## config.mk

```make
export PLATFORM = sky130hd
export DESIGN_NAME = wb_arbiter
export DESIGN_NICKNAME = d
export VERILOG_FILES = /design/src/rtl/wb_arbiter_pkg.sv /design/src/rtl/wb_scoreboard.sv /design/src/rtl/wb_arbiter.sv
export SDC_FILE = /design/constraint.sdc
export NUM_CORES = 1
export LEC_CHECK = 0
export CAP_MARGIN = 20
export CORE_UTILIZATION = 43
export CTS_CLUSTER_DIAMETER = 120
export CTS_CLUSTER_SIZE = 30
export DETAILED_ROUTE_END_ITERATION = 12
export PLACE_DENSITY = 0.81
export SLEW_MARGIN = 20
export SYNTH_ARGS = -nofsm -noshare
export SYNTH_HDL_FRONTEND = slang
export SYNTH_SLANG_ARGS = --single-unit
```

## constraint.sdc

```tcl
create_clock -name clk -period 2.5 [get_ports clk]
set_clock_uncertainty 0.05 [all_clocks]
set_input_delay 0.625 -clock clk [delete_from_list [all_inputs] [get_ports clk]]
set_output_delay 0.625 -clock clk [all_outputs]
set_load 0.01 [all_outputs]
```

## src/rtl/wb_arbiter_pkg.sv

```systemverilog
// wb_arbiter_pkg: requester indices and register/data widths shared by the writeback arbiter files
package wb_arbiter_pkg;
  localparam int REQ_ALU = 0;
  localparam int REQ_LSU = 1;
  localparam int AW = 5;
  localparam int DW = 64;
endpackage

```

## src/rtl/wb_scoreboard.sv

```systemverilog
// wb_scoreboard: 32-entry pending-write scoreboard with busy queries; ports clk/reset_n, set (issue), clr (handshake), we3/r3 bypass, q_rs1/q_rs2 -> busy_rs1/busy_rs2
module wb_scoreboard
  import wb_arbiter_pkg::*;
(
  input  logic          clk,
  input  logic          reset_n,
  input  logic          set_en,
  input  logic [AW-1:0] set_rd,
  input  logic          clr_en,
  input  logic [AW-1:0] clr_rd,
  input  logic          we3,
  input  logic [AW-1:0] r3,
  input  logic [AW-1:0] q_rs1,
  input  logic [AW-1:0] q_rs2,
  output logic          busy_rs1,
  output logic          busy_rs2
);
  logic [31:0] pending, set_m, clr_m;
  always_comb begin
    set_m = set_en ? 32'd1 << set_rd : '0;
    clr_m = clr_en ? 32'd1 << clr_rd : '0;
  end
  // set applied after clear so a newer producer stays outstanding; bit 0 forced low
  always_ff @(posedge clk)
    if (!reset_n) pending <= '0;
    else pending <= ((pending & ~clr_m) | set_m) & ~32'd1;
  // the write cycle itself still reports busy since pending clears at the handshake
  assign busy_rs1 = pending[q_rs1] || (we3 && r3 == q_rs1 && q_rs1 != '0);
  assign busy_rs2 = pending[q_rs2] || (we3 && r3 == q_rs2 && q_rs2 != '0);
endmodule

```

## src/rtl/wb_arbiter.sv

```systemverilog
// wb_arbiter: ALU/LSU writeback arbiter with registered regfile write port (we3/r3/dw3) and scoreboard busy queries; WB_RR_FAIR_EN selects round-robin, else LSU fixed priority
module wb_arbiter
  import wb_arbiter_pkg::*;
(
  input  logic          clk,
  input  logic          reset_n,
  input  logic          alu_valid,
  output logic          alu_ready,
  input  logic [AW-1:0] alu_rd,
  input  logic [DW-1:0] alu_data,
  input  logic          lsu_valid,
  output logic          lsu_ready,
  input  logic [AW-1:0] lsu_rd,
  input  logic [DW-1:0] lsu_data,
  input  logic          issue_valid,
  input  logic [AW-1:0] issue_rd,
  input  logic [AW-1:0] q_rs1,
  input  logic [AW-1:0] q_rs2,
  output logic          busy_rs1,
  output logic          busy_rs2,
  output logic          we3,
  output logic [AW-1:0] r3,
  output logic [DW-1:0] dw3
);
  logic gnt_lsu, xfer;
  logic [AW-1:0] rd;
  logic [DW-1:0] data;
`ifdef WB_RR_FAIR_EN
  logic ptr;
  // ptr names the favoured requester; only a contended grant moves it
  always_ff @(posedge clk)
    if (!reset_n) ptr <= 1'(REQ_ALU);
    else if (alu_valid && lsu_valid) ptr <= gnt_lsu ? 1'(REQ_ALU) : 1'(REQ_LSU);
  assign gnt_lsu = lsu_valid && (!alu_valid || ptr == 1'(REQ_LSU));
`else
  assign gnt_lsu = lsu_valid;
`endif
  assign lsu_ready = reset_n && gnt_lsu;
  assign alu_ready = reset_n && alu_valid && !gnt_lsu;
  assign xfer = alu_ready || lsu_ready;
  assign rd = gnt_lsu ? lsu_rd : alu_rd;
  assign data = gnt_lsu ? lsu_data : alu_data;
  always_ff @(posedge clk)
    if (!reset_n) begin
      we3 <= 1'b0;
      r3 <= '0;
      dw3 <= '0;
    end else begin
      we3 <= xfer && rd != '0;
      if (xfer) begin
        r3 <= rd;
        dw3 <= data;
      end
    end
  wb_scoreboard u_sb (
    .clk(clk),
    .reset_n(reset_n),
    .set_en(issue_valid),
    .set_rd(issue_rd),
    .clr_en(xfer),
    .clr_rd(rd),
    .we3(we3),
    .r3(r3),
    .q_rs1(q_rs1),
    .q_rs2(q_rs2),
    .busy_rs1(busy_rs1),
    .busy_rs2(busy_rs2)
  );
endmodule

```

# --- Word level (Yosys, flattened, before mapping) ---
# Cells that the tools add are included.
# W data, S select, Z words.
totals:
  romBits: 0
  in_bits: 158
  wordCells: 37
  latch_bits: 0
  mem_bits_rw: 0
  out_inout_bits: 74
  register_bits: 102
  memories: 0
classes:
  reduce_logical: 15
  n_shift: 2
  bitwise: 3
  div: 0
  n_lt_le_gt_ge: 2
  eq_ne: 2
  add_sub_neg: 0
  multipliers: 0
  mux: 8
op_table:
  columns: ["cell", "n"]
  rows:
  - ["$mux W32", 2]
  - ["$mux W64", 1]
  - ["$shl A1 B5 Y32 const A", 2]
  - ["$and A32 B32 Y32", 1]
  - ["$not A32 Y32", 1]
  - ["$or A32 B32 Y32", 1]
  - ["$reduce_bool A5 Y1", 3]
  - ["$lt A5 B6 Y1 const B", 2]
  - ["$bmux W1 S5", 2]
  - ["$eq A5 B5 Y1", 2]
  - ["$logic_and A1 B1 Y1", 8]
  - ["$mux W5", 1]
  - ["$logic_or A1 B1 Y1", 3]
  - ["$mux W1", 2]
  - ["$logic_not A1 Y1", 1]

# --- Depth between registers and ports, before layout ---
logic_depth:
  depth_word: 7
  ltp_mapped: 7
  ltp_nobuf: 5

# --- By module ---
# Synthesis repeated with hierarchy kept, for this count alone.
unflattened:
  cells_unflattened: 617
  hier_area_um2: 5424.0
modules_own_cells:
  columns: ["module", "area_each_um2", "cells_each", "seq_area_each_um2", "n_inst"]
  rows:
  - ["wb_arbiter", 3378.2, 383, 1401.3, 1]
  - ["wb_scoreboard", 2045.7, 234, 620.6, 1]

# --- Worst setup path after synthesis ---
# No wires, ideal clock.
synth_path:
  path_type: "input to output"
  start: "input port q_rs2[0]"
  end: "output port busy_rs2"
  arrival_ps: 1776
  required_time_ps: 1825
  path_slack_ps: 49
  stages: 6
  path_buffers: 1
  path_cell_list: "buf_6 > mux4_2 > nor2b_1 > or4_1 > o31a_1 > nand4_1"
synth_via:
  elab_chain_len: 4
  word_cells_on_any_way: 7
  cone_classes: "eq/ne (1); mux (2); reduce/logical (4)"
synth_rtl:
  columns: ["element", "line", "rtl"]
  rows:
  - ["from (decl)", "wb_arbiter.sv:18", "input logic [AW-1:0] q_rs2,"]
  - ["branches (longest 3 deep; another with $bmux W1 S5)", null, null]
  - ["$logic_or A1 B1 Y1 (*)", "wb_scoreboard.sv:29", "assign busy_rs2 = pending[q_rs2] || (we3 && r3 == q_rs2 && q_rs2 != '0);"]
  - ["to (decl)", "wb_arbiter.sv:20", "output logic busy_rs2,"]
# Every way passes the cells marked *. The select of a mux whose other input is x is not followed.

# --- Worst setup path in the final report ---
# Same ends and word-level chain as after synthesis.

==> flow_summary_export.csv <==
group,metric,value,unit
floorplan,ios,232,
worst_setup_path,crit_path_start_kind,"primary input",
logic_synthesis,synth_fp_nets,799,
timing,max_slew.worst_pin.slew,0.965,ns
logic_synthesis,synth_area_leaders,"dfxtp_1 (37%), mux2i_1 (15%), o21ai_0 (9.0%), and2_1 (8.2%), nand2_1 (7.7%)",
power_and_ir_drop,switching_share,25.6,%
worst_setup_path,crit_required,1.82,ns
worst_setup_path,worstSetupPathType,"in2out",
logic_synthesis,synth_most_common_cell,"nand2_1",
drt,initialDrtViolationCount,419,
timing,period_needed,2.59,ns
clock_network,clockBufferDepth,2,
worst_setup_path,path_max_fanout,3,
logic_synthesis,synth.top_cell.area_share,37.2,%
timing,rsz0062_at_grt,"yes",
power_and_ir_drop,vdd_ir_drop_max,0.000420,V
worst_setup_path,crit_path_start,"q_rs2[0]",
drt,drt_first_pass_iters,4,
timing,min_period_over_period,103,%
logic_synthesis,synthArstFlopShare,0,%
global_routing,grtUsageTotal,28.5,%
drt,avgRoutedWirePerCell,17.5,um
timing,hold_violations,0,
placed_design,io_buffers,231,
finish,area.growth.synth_to_final,55.0,%
logic_synthesis,synth_seq_area_share,37.2,%
global_routing,grt_pass1_vias,5540,
power_and_ir_drop,pwr-share-clk,32.6,%
worst_hold_path,hp-class,"reg2reg",
run,drv_cap,0,
worst_setup_path,r2r_end,"r3[0]",
worst_setup_path,cp_slowest_cell,"or4_1",
floorplan,rows,40,
timing,finalSetupViolCount,1,
global_routing,grt_max_degree,119,
timing,fmax,387,MHz
worst_setup_path,r2r_slack,1.40,ns
logic_synthesis,ys_seq_elements,101,
worst_setup_path,path_cells,"buf_8 -> mux4_2 -> nor2b_1 -> or4_1 -> o31a_1 -> nand4_1 -> buf_2",
floorplan,start_util,44.7,%
timing,tns,-0.0869,ns
power_and_ir_drop,p_seq_share,43.5,%
logic_synthesis,syn_inst,641,
clock_network,clkTransAtPathRegs,0.07,ns
floorplan,dieWidth,114,um
worst_setup_path,worst_r2r_path_depth,3,
drt,num_vias,5528,
floorplan,die_h,114,um
finish,diodes,0,
status,violations,"setup timing",
clock_network,clock-sinks,101,
drt,detail-route-antenna-nets,0,
clock_network,cts_buffers,9,
worst_setup_path,max_stage_delay,0.47,ns
power_and_ir_drop,p_per_area,475,nW/um2
logic_synthesis,synth_top_area_cell,"dfxtp_1",
floorplan,dieArea,13100,um2
global_routing,grt-ovfl-total,0,
floorplan,core-area,12200,um2
global_routing,grt_pass1_wl,28600,um
worst_hold_path,hold-path-endpoint,"u_sb.pending[1]",
logic_synthesis,yosysUniqueCellTypes,50,
power_and_ir_drop,power.switching,1.03,mW
power_and_ir_drop,pwr-share-comb,23.9,%
logic_synthesis,synth_ff_type,"dfxtp_1",
finish,fin_util,69.4,%
power_and_ir_drop,internal_power,2.98,mW
finish,layout-drive-gt1-share,10.2,%
status,status,"finished with violations",
clock_network,h-tree-depth,3,
global_routing,antenna_found_initial,0,
worst_hold_path,min-delay-start,"u_sb.pending[1]",
logic_synthesis,syn_area,5440,um2
timing,slew_headroom,35.7,%
finish,nNetsFinal,1038,
clock_network,clockRootBuffer,"clkbuf_16",
worst_setup_path,cp.arrival,1.91,ns
drt,wirelength,18300,um
drt,route.detailed.drc,0,
worst_hold_path,worstHoldPathCells,2,
placed_design,dp.final_hpwl,13800,um
worst_setup_path,endpoint_kind,"output port",
timing,slew_viol_final,0,
clock_network,cts_tree,"yes",
drt,viasPerCell,5.26,
placed_design,gp_congestion,0.965,
timing,setup_slack,-0.0869,ns
logic_synthesis,synthTopCellsByCount,"nand2_1 (112), dfxtp_1 (101), o21ai_0 (98), mux2i_1 (81), and2_1 (71)",
logic_synthesis,synth-edff-count,0,
worst_setup_path,reg2reg_from,"r3[0]",
power_and_ir_drop,p_leak,3.40,nW
clock_network,clkLatencyLatePin,0.35,ns
logic_synthesis,yosys_warnings,0,
logic_synthesis,avgSynthCellArea,8.49,um2
## state kept, by name (all words and copies together), names as in the netlist
signal and count:
r3 5, u_sb.pending 31, dw3 64, we3 1
## stage by stage
step           worst slack [ns]  std cells  instance area, um2  hold WS, ns  total power, mW
5_1_grt                  -0.133       1051                8440        0.499             4.18
4_1_cts                  -0.121       1050                8400        0.466             4.02
3_5_place_dp              -1.03       1031                8040        0.451             2.70
6_report                -0.0869       1051                8440        0.466             4.00
3_3_place_gp             -0.937       1031                8040        0.447             2.68
2_1_floorplan            0.0490        641                5440        0.414             2.16
## per-layer routing
metal	share of wire [%]	GRT usage [%]	vias to the layer above	routed length [um]
li1	-	-	2701	-
met1	40	33.3	2548	7360
met2	49	49.0	243	8920
met3	8.4	8.15	36	1540
met4	2.9	11.5	0	528
met5	0	0	-	0
## cell usage in the layout, fill, tap and decap left out, types with 5 or more instances in the layout
master           instances
a21boi_0                32
mux4_2                   6
inv_1                    8
nor2b_1                 10
and2_1                  70
dfxtp_1                101
mux2i_1                 79
a21oi_1                  8
nand3_1                  5
clkdlybuf4s50_1        217
buf_4                   35
o21ai_0                 98
buf_2                    5
clkbuf_16                9
nand2_1                112
nor2_1                   5
## power by group through the flow
stage	clock, mW	combinational, mW	sequential (mW)
after floorplan	0	0.356	1.81
final	1.30	0.958	1.74
after global routing	1.40	1.03	1.75
after detailed placement	0	0.930	1.77
after global placement	0	0.910	1.77
after CTS	1.32	0.951	1.74
## logic make-up (layout without fill, tap and decap cells)
| family | after synthesis | after routing | synth area share, % |
|---|---|---|---|
| buffers and inverters | 50 | 292 | 4.21 |
| xor gates and xnor gates | 8 | 8 | 1.29 |
| and+or+nand+nor | 226 | 226 | 20.6 |
| AOI/OAI and AO/OA | 165 | 165 | 18.4 |
| DFF | 101 | 101 | 37.2 |
| muxes | 91 | 91 | 18.3 |
## cell type report
type,instances,area [um2]
Fill cell,991,3720
Multi-Input combinational cell,490,3260
Timing Repair Buffer,270,2640
Sequential cell,101,2020
Clock buffer,12,256
Tap cell,168,210
Inverter,8,30.0
Clock inverter,2,10.0
## worst max-delay path: cells and delay by family
family | cells | cell delay (ns)
simple gates | 3 | 0.60
mux | 1 | 0.32
buf+inv | 2 | 0.23
compound gates | 1 | 0.12
## worst max path at each step
stage	endpoint	slack, ns	cells after the start
final	busy_rs2	-0.09	7
after global routing	busy_rs2	-0.13	7
after CTS	busy_rs2	-0.12	7
after detailed placement	busy_rs2	-1.03	7
after global placement	busy_rs2	-0.94	7
after floorplan	busy_rs2	0.05	6
## what timing repair did
action,in CTS,in global routing
hold buffers,0,0
gates resized for setup,52,18
endpoints found under the setup margin,2,2
setup buffers,4,1
gates cloned,1,0
pin swaps,4,9
No activity file was read; power rests on OpenSTA's default activity.
